`src/rtl/axi_brom_pkg.sv`:
```
// Shared encodings, constants and FSM state types for the AXI block-ROM controller.
package axi_brom_pkg;

    localparam logic [1:0] BURST_FIXED = 2'b00;
    localparam logic [1:0] BURST_INCR  = 2'b01;
    localparam logic [1:0] BURST_WRAP  = 2'b10;

    localparam logic [1:0] RESP_OKAY   = 2'b00;
    localparam logic [1:0] RESP_SLVERR = 2'b10;

    localparam int BEAT_BYTES = 16;

    typedef enum logic {R_IDLE, R_BURST} r_state_t;
    typedef enum logic [1:0] {W_IDLE, W_DRAIN, W_RESP} w_state_t;

    // Only power-of-two beat counts of 2..16 form a legal wrap window.
    function automatic logic wrap_len_ok(input logic [7:0] len);
        return (len == 8'd1) || (len == 8'd3) || (len == 8'd7) || (len == 8'd15);
    endfunction

endpackage

```
`src/rtl/axi_brom_rbuf.sv`:
```
// Two-entry read-beat buffer; head is presented combinationally and pops on rd_en.
module axi_brom_rbuf #(
    parameter int W = 8
) (
    input  logic         clk,
    input  logic         srst,
    input  logic         wr_en,
    input  logic [W-1:0] wr_data,
    input  logic         rd_en,
    output logic [W-1:0] rd_data,
    output logic         valid,
    output logic [1:0]   count
);

    logic       wr_ptr_reg;
    logic       rd_ptr_reg;
    logic [1:0] count_reg;
    logic       push;
    logic       pop;

    assign pop  = rd_en && (count_reg != 2'd0);
    assign push = wr_en && (count_reg != 2'd2);

    genvar gi;
    generate
        for (gi = 0; gi < 2; gi++) begin : g_entry
            logic [W-1:0] data_reg;
            always_ff @(posedge clk) begin
                if (push && (wr_ptr_reg == 1'(gi))) begin
                    data_reg <= wr_data;
                end
            end
        end
    endgenerate

    always_ff @(posedge clk) begin
        if (srst) begin
            wr_ptr_reg <= 1'b0;
            rd_ptr_reg <= 1'b0;
            count_reg  <= 2'd0;
        end else begin
            if (push) wr_ptr_reg <= ~wr_ptr_reg;
            if (pop)  rd_ptr_reg <= ~rd_ptr_reg;
            count_reg <= count_reg + 2'(push) - 2'(pop);
        end
    end

    assign rd_data = rd_ptr_reg ? g_entry[1].data_reg : g_entry[0].data_reg;
    assign valid   = (count_reg != 2'd0);
    assign count   = count_reg;

endmodule

```
`src/rtl/axi_brom_ctrl.sv`:
```
// AXI4 read-only slave in front of a block ROM with one-cycle read latency.
// Writes are drained and answered with SLVERR.
module axi_brom_ctrl
    import axi_brom_pkg::*;
#(
    parameter int ID_W   = 4,
    parameter int ADDR_W = 20,
    parameter int DATA_W = 128
) (
    input  logic                clka,
    input  logic                rsta,
    input  logic [ID_W-1:0]     s_axi_arid,
    input  logic [ADDR_W-1:0]   s_axi_araddr,
    input  logic [7:0]          s_axi_arlen,
    input  logic [1:0]          s_axi_arburst,
    input  logic                s_axi_arvalid,
    output logic                s_axi_arready,
    output logic [ID_W-1:0]     s_axi_rid,
    output logic [DATA_W-1:0]   s_axi_rdata,
    output logic [1:0]          s_axi_rresp,
    output logic                s_axi_rlast,
    output logic                s_axi_rvalid,
    input  logic                s_axi_rready,
    input  logic [ID_W-1:0]     s_axi_awid,
    input  logic                s_axi_awvalid,
    output logic                s_axi_awready,
    input  logic [DATA_W-1:0]   s_axi_wdata,
    input  logic [DATA_W/8-1:0] s_axi_wstrb,
    input  logic                s_axi_wlast,
    input  logic                s_axi_wvalid,
    output logic                s_axi_wready,
    output logic [ID_W-1:0]     s_axi_bid,
    output logic [1:0]          s_axi_bresp,
    output logic                s_axi_bvalid,
    input  logic                s_axi_bready,
    output logic [ADDR_W-1:0]   bram_addr,
    output logic                bram_en,
    output logic [DATA_W/8-1:0] bram_we,
    output logic [DATA_W-1:0]   bram_din,
    input  logic [DATA_W-1:0]   bram_dout
);

    localparam int PAY_W = DATA_W + ID_W + 3;

    r_state_t          r_state_reg, r_state_next;
    w_state_t          w_state_reg, w_state_next;
    logic [ID_W-1:0]   ar_id_reg;
    logic [ADDR_W-1:0] addr_reg;
    logic [7:0]        beats_left_reg;
    logic [3:0]        len_lo_reg;
    logic [1:0]        burst_reg;
    logic [1:0]        resp_reg;
    logic              inflight_reg;
    logic [ID_W-1:0]   inflight_id_reg;
    logic [1:0]        inflight_resp_reg;
    logic              inflight_last_reg;
    logic [ID_W-1:0]   bid_reg;

    logic              ar_hs, issue, pop, can_issue, ar_bad;
    logic [2:0]        occupancy;
    logic [1:0]        buf_count;
    logic              buf_valid;
    logic [PAY_W-1:0]  buf_rd_data;
    logic [ADDR_W-1:0] addr_incr, wrap_mask, addr_next;
    logic [ID_W-1:0]   head_id;
    logic [1:0]        head_resp;
    logic              head_last;

    wire unused_inputs = ^{s_axi_wdata, s_axi_wstrb, s_axi_araddr[3:0]};

    assign bram_we  = '0;
    assign bram_din = '0;

    // ---------------- read FSM ----------------
    assign pop       = buf_valid && s_axi_rready && !rsta;
    assign occupancy = 3'(buf_count) + 3'(inflight_reg);
    // A slot is free if what is buffered plus in flight, less this cycle's pop, leaves room.
    assign can_issue = pop ? (occupancy <= 3'd2) : (occupancy <= 3'd1);
    assign ar_hs     = s_axi_arready && s_axi_arvalid;
    assign ar_bad    = (s_axi_arburst == 2'b11) ||
                       ((s_axi_arburst == BURST_WRAP) && !wrap_len_ok(s_axi_arlen));

    always_ff @(posedge clka) begin
        if (rsta) r_state_reg <= R_IDLE;
        else      r_state_reg <= r_state_next;
    end

    always_comb begin
        r_state_next = r_state_reg;
        case (r_state_reg)
            R_IDLE:  if (ar_hs) r_state_next = R_BURST;
            R_BURST: if (issue && (beats_left_reg == 8'd0)) r_state_next = R_IDLE;
            default: r_state_next = R_IDLE;
        endcase
    end

    always_comb begin
        s_axi_arready = 1'b0;
        issue         = 1'b0;
        if (!rsta) begin
            s_axi_arready = (r_state_reg == R_IDLE);
            issue         = (r_state_reg == R_BURST) && can_issue;
        end
    end

    assign bram_en   = issue;
    assign bram_addr = issue ? addr_reg : '0;

    assign addr_incr = addr_reg + ADDR_W'(BEAT_BYTES);
    assign wrap_mask = ADDR_W'({len_lo_reg, 4'hF});
    always_comb begin
        case (burst_reg)
            BURST_FIXED: addr_next = addr_reg;
            BURST_WRAP:  addr_next = (addr_reg & ~wrap_mask) | (addr_incr & wrap_mask);
            default:     addr_next = addr_incr;
        endcase
    end

    always_ff @(posedge clka) begin
        if (rsta) begin
            ar_id_reg         <= '0;
            addr_reg          <= '0;
            beats_left_reg    <= '0;
            len_lo_reg        <= '0;
            burst_reg         <= BURST_INCR;
            resp_reg          <= RESP_OKAY;
            inflight_reg      <= 1'b0;
            inflight_id_reg   <= '0;
            inflight_resp_reg <= RESP_OKAY;
            inflight_last_reg <= 1'b0;
        end else begin
            if (ar_hs) begin
                ar_id_reg      <= s_axi_arid;
                addr_reg       <= {s_axi_araddr[ADDR_W-1:4], 4'b0000};
                beats_left_reg <= s_axi_arlen;
                len_lo_reg     <= s_axi_arlen[3:0];
                burst_reg      <= ar_bad ? BURST_INCR : s_axi_arburst;
                resp_reg       <= ar_bad ? RESP_SLVERR : RESP_OKAY;
            end else if (issue) begin
                addr_reg       <= addr_next;
                beats_left_reg <= beats_left_reg - 8'd1;
            end
            inflight_reg <= issue;
            if (issue) begin
                inflight_id_reg   <= ar_id_reg;
                inflight_resp_reg <= resp_reg;
                inflight_last_reg <= (beats_left_reg == 8'd0);
            end
        end
    end

    axi_brom_rbuf #(.W(PAY_W)) u_rbuf (
        .clk     (clka),
        .srst    (rsta),
        .wr_en   (inflight_reg),
        .wr_data ({bram_dout, inflight_id_reg, inflight_resp_reg, inflight_last_reg}),
        .rd_en   (pop),
        .rd_data (buf_rd_data),
        .valid   (buf_valid),
        .count   (buf_count)
    );

    assign {s_axi_rdata, head_id, head_resp, head_last} = buf_rd_data;
    assign s_axi_rid    = head_id;
    assign s_axi_rvalid = buf_valid && !rsta;
    assign s_axi_rresp  = s_axi_rvalid ? head_resp : RESP_OKAY;
    assign s_axi_rlast  = s_axi_rvalid && head_last;

    // ---------------- write FSM ----------------
    always_ff @(posedge clka) begin
        if (rsta) begin
            w_state_reg <= W_IDLE;
            bid_reg     <= '0;
        end else begin
            w_state_reg <= w_state_next;
            if (s_axi_awready && s_axi_awvalid) bid_reg <= s_axi_awid;
        end
    end

    always_comb begin
        w_state_next = w_state_reg;
        case (w_state_reg)
            W_IDLE:  if (s_axi_awvalid) w_state_next = W_DRAIN;
            W_DRAIN: if (s_axi_wvalid && s_axi_wlast) w_state_next = W_RESP;
            W_RESP:  if (s_axi_bready) w_state_next = W_IDLE;
            default: w_state_next = W_IDLE;
        endcase
    end

    always_comb begin
        s_axi_awready = 1'b0;
        s_axi_wready  = 1'b0;
        s_axi_bvalid  = 1'b0;
        s_axi_bresp   = RESP_OKAY;
        if (!rsta) begin
            s_axi_awready = (w_state_reg == W_IDLE);
            s_axi_wready  = (w_state_reg == W_DRAIN);
            s_axi_bvalid  = (w_state_reg == W_RESP);
            if (w_state_reg == W_RESP) s_axi_bresp = RESP_SLVERR;
        end
    end

    assign s_axi_bid = bid_reg;

endmodule
```
`config.mk`:
```
export PLATFORM = sky130hd
export DESIGN_NAME = axi_brom_ctrl
export DESIGN_NICKNAME = d
export VERILOG_FILES = /design/src/rtl/axi_brom_pkg.sv /design/src/rtl/axi_brom_rbuf.sv /design/src/rtl/axi_brom_ctrl.sv
export SDC_FILE = /design/constraint.sdc
export NUM_CORES = 1
export LEC_CHECK = 0
export BUFFER_PORTS_ARGS = -buffer_cell sky130_fd_sc_hd__buf_2
export CELL_PAD_IN_SITES_DETAIL_PLACEMENT = 0
export CELL_PAD_IN_SITES_GLOBAL_PLACEMENT = 2
export CORE_AREA = 2 2 246 248
export DETAILED_ROUTE_END_ITERATION = 8
export DIE_AREA = 0 0 248 250
export PLACE_DENSITY_LB_ADDON = 0.3
export SETUP_SLACK_MARGIN = 0.3
export SLEW_MARGIN = 0
export SYNTH_ARGS = -nofsm -noshare
export SYNTH_HDL_FRONTEND = slang
export SYNTH_HIERARCHICAL = 1
export SYNTH_SLANG_ARGS = --single-unit
```
`constraint.sdc`:
```
create_clock -name clka -period 8.55 [get_ports clka]
set_clock_uncertainty 0.1 [all_clocks]
set_input_delay 1.2825 -clock clka [delete_from_list [all_inputs] [get_ports clka]]
set_output_delay 1.2825 -clock clka [all_outputs]
set_load 0.02 [all_outputs]
```
==> impl_metrics.csv, run 1 <==
group,metric,value,unit
finish,largest_register_ffs,270,
yosys,synth_top_area_share,58.0,%
global_route,grt_pass1_vias,8096,
power,power_frac_clock,42.4,%
critical_path,cp.required,7170,ps
power,seqPwrFrac,47.3,%
yosys,synth_common_cells,"edfxtp_1, buf_4, mux2_2",
global_route,grt_start_max_net_pins,67,
placed_design,port_buffers,331,
yosys,syn_avg_cell_area,14.9,um^2
cts,ctsHoldBuffers,0,
critical_path,crit_path_end_kind,"output port",
yosys,synth_seq_area_share,65.6,%
route,postRouteAntennaNets,0,
route,num_vias,8061,
finish,fillers,6120,
cts,cts_setup_buffers,0,
run,maxCapViolations,0,
finish,area_delta_synth_final,22.9,%
route,first_iter_violations,299,
yosys,synth_top_family_by_area,"multiplexers",
floorplan,die_y,250,um
power,power.switching,0.000959,W
floorplan,start_util,23.5,%
critical_path,cp_data_arrival_time,3520,ps
yosys,postSynthCellCount,936,
finish,antenna_cells,0,
yosys,synth_mux_area_share,12.0,%
global_route,grtUsageTotal,10.3,%
global_route,gr-total-overflow,0,
critical_path,critical_path_class,"primary input to output port",
cts,htreeDepth,2,
power,p_sw_share,24.9,%
cts,cts_tree,"done",
route,drtPass1Iterations,4,
timing,period_needed,4900,ps
timing,rsz0062_at_grt,"false",
finish,num-nets-final,1608,
run_status,outcome,"completed",
power,combinationalPowerShare,10.2,%
power,cellInternalPower,0.00289,W
yosys,yosysWarnings,6,
cts,cts_made_buffers,39,
yosys,yosys-top-cells-area,"edfxtp_1, buf_4, mux2_2",
floorplan,num_rows,90,
timing,max_slew_margin,32.0,%
yosys,synth_cell_types,59,
timing,slew_viol_final,0,
yosys,synthAdderAreaFrac,0.716,%
timing,hold_viol,0,
yosys,netlist_area,14000,um^2
yosys,synth_enable_flop_cells,270,
route,via_per_inst,3.85,
timing,worst_slew_pin_slew,1020,ps
placed_design,dpl.hpwl,23000,um
timing,final-setup-viol-count,0,
floorplan,coreArea,59600,um^2
route,wl_per_cell,16.2,um
cts,cts_root_buf,"clkbuf_16",
finish,layout-drive-gt1-share,42.5,%
power,ir_worst_vdd,0.123,mV
yosys,synth_top_area_cell,"edfxtp_1",
floorplan,dieArea,62000,um^2
worst_hold_path,min_path_type,"flop to flop",
power,p_per_area,224,nW/um^2
placed_design,routabilityCongestion,0.713,
yosys,synth-seq-cells,323,
cts,clkLatencyLatePin,540,ps
floorplan,die_x,248,um
yosys,synth-xor-area-share,1.13,%
timing,fin_setup_tns,0,ps
cts,cts-resized-gates,0,
timing,period_share,57.3,%
yosys,synth_flop_cell,"edfxtp_1",
route,drc_errors,0,
yosys,synth.most_common_cell,"edfxtp_1",
yosys,synth-simple-area-share,6.66,%
yosys,synth-compound-area-share,3.63,%
finish,fin_util,28.8,%
cts,cts_buffer_depth,3,
global_route,grt_pass1_wl,49200,um
critical_path,path_max_fanout,58,
critical_path,cp-start-kind,"primary input",
power,p_leak,6.73,nW
global_route,antenna_found_initial,1,
timing,max_freq,0.204,GHz
cts,cts.sinks,323,
yosys,ys_async_sr_fraction,0,%
route,wl,33900,um
cts,clk_transition_reported_paths,60,ps
floorplan,boundaryPins,629,
## routing by layer
| layer | up-vias | share of wire [%] | track usage, % |
|---|---|---|---|
| li1 | 3834 | - | - |
| met1 | 3932 | 41 | 12.6 |
| met2 | 244 | 49 | 17.5 |
| met3 | 49 | 7.4 | 3.32 |
| met4 | 2 | 1.9 | 2.70 |
| met5 | - | 0.035 | 0 |
## placed cells by master (no fill, tap or decap), types with 7 or more instances in the layout
cell / count
xor2_1: 15
and3_1: 11
buf_4: 10
conb_1: 151
edfxtp_1: 270
and2_1: 8
dfxtp_1: 52
ha_1: 8
nand3_1: 8
nand2b_1: 10
a221oi_1: 7
nand2_1: 46
inv_1: 14
clkinv_1: 7
a211oi_1: 7
o21ai_0: 16
nor3_1: 13
buf_2: 331
nor2_1: 44
clkbuf_16: 39
mux2_2: 96
clkinv_2: 9
mux2_4: 40
a21oi_1: 17
## final timing paths
path	cells past startpoint	from	slack, ps	end
worst max-delay path	7	rsta	3650	bram_en
worst min-delay path	0	inflight_id_reg[2]$_SDFFE_PP0N_	350	u_rbuf/g_entry[1].data_reg[5]$_DFFE_PP_
worst max register to register	8	u_rbuf/count[0]$_SDFF_PP0_	5840	r_state_reg$_SDFF_PP0_
worst min register to register	0	inflight_id_reg[2]$_SDFFE_PP0N_	350	u_rbuf/g_entry[1].data_reg[5]$_DFFE_PP_
## worst max-delay path, cell delays in order
cell and delay [ps]:
buf_2 100, buf_4 280, nor2b_4 350, a41o_2 540, nand2_2 310, inv_2 310
buf_2 240
## final cells by class
type,count,area [um^2],share of cell area [%]
Sequential cell,323,9170,53.4
Multi-Input combinational cell,562,3970,23.1
Timing Repair Buffer,341,1730,10.1
Clock buffer,45,998,5.81
Tap cell,782,978,5.69
Clock inverter,27,282,1.64
Inverter,15,56.3,0.328
## kinds of logic (layout without fill, tap and decap cells)
logic type	Yosys count	count (layout)
flip-flops	323	323
buffers and inverters	201	428
other	1	151
AND/OR/NAND/NOR	177	177
multiplexers	136	136
XOR/XNOR	18	18
adder cells (fa/ha/maj)	8	8
AO/OA/AOI/OAI	72	72
## power groups by stage
| stage | Sequential (W) | Clock [W] | Combinational, W |
|---|---|---|---|
| 4_1_cts | 0.00182 | 0.00171 | 0.000402 |
| 6_report | 0.00182 | 0.00163 | 0.000394 |
| 3_5_place_dp | 0.00185 | 0 | 0.000401 |
| 5_1_grt | 0.00183 | 0.00176 | 0.000431 |
| 2_1_floorplan | 0.00186 | 0 | 0.000315 |
| 3_3_place_gp | 0.00185 | 0 | 0.000397 |
## metrics by stage
stage / power, W / cell area, um^2 / hold slack (ps) / instances / setup WS, ps
global placement: 0.00225 / 15900 / 337 / 2023 / 3520
finish: 0.00385 / 17200 / 349 / 2095 / 3650
detailed placement: 0.00226 / 15900 / 339 / 2023 / 3550
CTS: 0.00393 / 17200 / 351 / 2095 / 3560
global route: 0.00402 / 17200 / 367 / 2095 / 3430
floorplan: 0.00217 / 14500 / 325 / 1086 / 1710
Note: power is estimated with default switching activity, not from simulation.
==> inputs of run 2 (changes only) <==
--- a/config.mk
+++ b/config.mk
@@ -5,12 +5,13 @@
 export SDC_FILE = /design/constraint.sdc
 export NUM_CORES = 1
 export LEC_CHECK = 0
+export ABC_AREA = 1
 export BUFFER_PORTS_ARGS = -buffer_cell sky130_fd_sc_hd__buf_2
 export CELL_PAD_IN_SITES_DETAIL_PLACEMENT = 0
 export CELL_PAD_IN_SITES_GLOBAL_PLACEMENT = 2
-export CORE_AREA = 2 2 246 248
+export CORE_AREA = 2 2 244 246
 export DETAILED_ROUTE_END_ITERATION = 8
-export DIE_AREA = 0 0 248 250
+export DIE_AREA = 0 0 246 248
 export PLACE_DENSITY_LB_ADDON = 0.3
 export SETUP_SLACK_MARGIN = 0.3
 export SLEW_MARGIN = 0
==> constraint.sdc (replaced) <==
create_clock -name clka -period 4.9 [get_ports clka]
set_clock_uncertainty 0.1 [all_clocks]
set_input_delay 0.735 -clock clka [delete_from_list [all_inputs] [get_ports clka]]
set_output_delay 0.735 -clock clka [all_outputs]
set_load 0.02 [all_outputs]
==> run 2 against run 1 <==
Synthesized cell count grew 15%; clock-buffer cell count grew 6; flip-flop and latch count is the same; critical path type is now flop to output port; total power grew 74%; largest cell class unchanged.
==> impl_metrics.csv, run 2 <==
group,metric,value,unit
yosys,ys_async_sr_fraction,0,%
critical_path,path_max_fanout,35,
critical_path,cp_data_arrival_time,2560,ps
critical_path,critical_path_class,"flop to output port",
yosys,synth_top_family_by_area,"buffers and inverters",
global_route,gr-total-overflow,0,
yosys,synth-seq-cells,323,
placed_design,routabilityCongestion,0.736,
critical_path,critical-path-slowest-cell,"dfxtp_1",
timing,period_share,69.3,%
yosys,synth_common_cells,"edfxtp_1, buf_4, nand2_1",
finish,mostFrequentLayoutCells,"buf_2, edfxtp_1, conb_1",
critical_path,slowest_delay,370,ps
timing,period_needed,3390,ps
yosys,syn_avg_cell_area,13.1,um^2
critical_path,path_delay_family,"buffers and inverters",
yosys,synth_mux_area_share,10.9,%
cts,cts.sinks,323,
floorplan,coreArea,58500,um^2
timing,rsz0062_at_grt,"false",
global_route,grt_start_max_net_pins,110,
route,wl_per_cell,15.6,um
yosys,postSynthCellCount,1078,
cts,cts_root_buf,"clkbuf_16",
yosys,synth_flop_cell,"edfxtp_1",
critical_path,worstSetupStartpoint,"inflight_reg$_SDFF_PP0_",
yosys,yosysWarnings,6,
critical_path,path_cells,"ha_1 > inv_1 > ha_1 > nand2_1 > nor2_1 > nand2_1 > nand2_2 > nand2_4 > inv_1 > buf_2",
power,ir_worst_vdd,0.245,mV
floorplan,boundaryPins,629,
yosys,synth-simple-area-share,9.00,%
floorplan,dieArea,61000,um^2
global_route,grtUsageTotal,10.8,%
route,postRouteAntennaNets,0,
placed_design,port_buffers,331,
route,drtPass1Iterations,7,
finish,area_delta_synth_final,21.8,%
run,maxCapViolations,0,
timing,final-setup-viol-count,0,
finish,largest_register_ffs,270,
yosys,synth_top_area_share,57.6,%
yosys,synth_enable_flop_cells,270,
yosys,synthAdderAreaFrac,0.711,%
floorplan,num_rows,89,
critical_path,cp-start-kind,"flop",
cts,cts_made_buffers,39,
placed_design,dpl.hpwl,23900,um
critical_path,crit_buf_inv,3,
floorplan,start_util,24.1,%
timing,worst_slew_pin_slew,1050,ps
global_route,grt_pass1_vias,8236,
yosys,netlist_area,14100,um^2
critical_path,rrSetupSlack,2370,ps
worst_hold_path,min_path_type,"primary input to flop",
timing,max_freq,0.295,GHz
cts,clk_transition_reported_paths,60,ps
critical_path,cp.required,4070,ps
cts,clkLatencyLatePin,550,ps
yosys,synth.most_common_cell,"edfxtp_1",
route,wl,34800,um
run_status,outcome,"completed",
yosys,synth_top_area_cell,"edfxtp_1",
finish,fin_util,29.3,%
cts,cts_setup_buffers,0,
cts,cts_tree,"done",
floorplan,die_x,246,um
finish,num-nets-final,1750,
yosys,synth_seq_area_share,65.1,%
power,p_per_area,390,nW/um^2
finish,fillers,6155,
yosys,synth_cell_types,32,
finish,layout-drive-gt1-share,36.8,%
cts,cts-resized-gates,0,
cts,ctsHoldBuffers,0,
cts,cts_buffer_depth,3,
critical_path,crit_path_end_kind,"output port",
global_route,antenna_found_initial,7,
finish,final_common_cell,"buf_2",
yosys,synth-compound-area-share,2.14,%
cts,htreeDepth,2,
floorplan,die_y,248,um
yosys,yosys-top-cells-area,"edfxtp_1, mux2_2, buf_4",
worst_hold_path,min_from,"bram_dout[118]",
route,drc_errors,0,
global_route,grt_pass1_wl,49900,um
route,num_vias,8529,
timing,hold_viol,0,
route,first_iter_violations,326,
power,p_leak,6.90,nW
timing,max_slew_margin,29.7,%
critical_path,r2r_start,"u_rbuf/count[0]$_SDFF_PP0_",
timing,slew_viol_final,0,
yosys,synth-xor-area-share,0.249,%
timing,fin_setup_tns,0,ps
route,via_per_inst,3.83,
## run 2: stage by stage
stage	hold slack (ps)	instances	power (W)	worst slack, ps	instance area (um^2)
floorplan	325	1228	0.00382	1110	14700
global placement	334	2156	0.00398	1700	15900
detailed placement	343	2156	0.00399	1700	15900
CTS	218	2226	0.00683	1410	17100
global route	234	2226	0.00702	1240	17100
finish	260	2227	0.00669	1510	17200
## run 2: worst reg2reg max path, delay by kind of cell, from the launching register on
kind          cells  cell delay (ps)
simple gates      2              260
flops             1              370
buf+inv           3             1430
## run 2: per-layer routing
metal	track usage, %	up-vias	share of wire (%)
met5	0	-	0.28
met4	3.33	14	1.8
met3	4.10	55	9.1
met2	17.6	278	47
met1	13.2	4062	41
li1	-	4120	-
## run 2: layout make-up
| class | instances | area (um^2) | share of cell area (%) |
|---|---|---|---|
| flip-flops and latches | 323 | 9170 | 53.5 |
| multi-input cells | 658 | 3810 | 22.2 |
| repair buffers | 337 | 1730 | 10.1 |
| clock buffers | 51 | 1020 | 5.95 |
| well taps | 773 | 967 | 5.64 |
| inverters | 65 | 249 | 1.45 |
| clock inverters | 19 | 203 | 1.18 |
| diodes | 1 | 2.50 | 0.0146 |
## run 2: kinds of logic after synthesis
kind of cell,after synthesis
flip-flops,323
AND/OR/NAND/NOR,301
buffers and inverters,247
multiplexers,136
AO/OA/AOI/OAI,58
adder cells (fa/ha/maj),8
XOR/XNOR,4
other,1
## run 2: power breakdown
part,switching (W),internal (W)
combinational,0.000516,0.000230
clock,0.00114,0.00164
sequential,0.0000498,0.00312
total,0.00170,0.00499
## run 2: worst paths after layout
kind / end / cells after the start
worst max-delay path: bram_en / 10
worst max register to register: u_rbuf/g_entry[1].data_reg[32]$_DFFE_PP_ / 5
worst min-delay path: u_rbuf/g_entry[1].data_reg[125]$_DFFE_PP_ / 1
worst min register to register: ar_id_reg[1]$_SDFFE_PP0P_ / 2
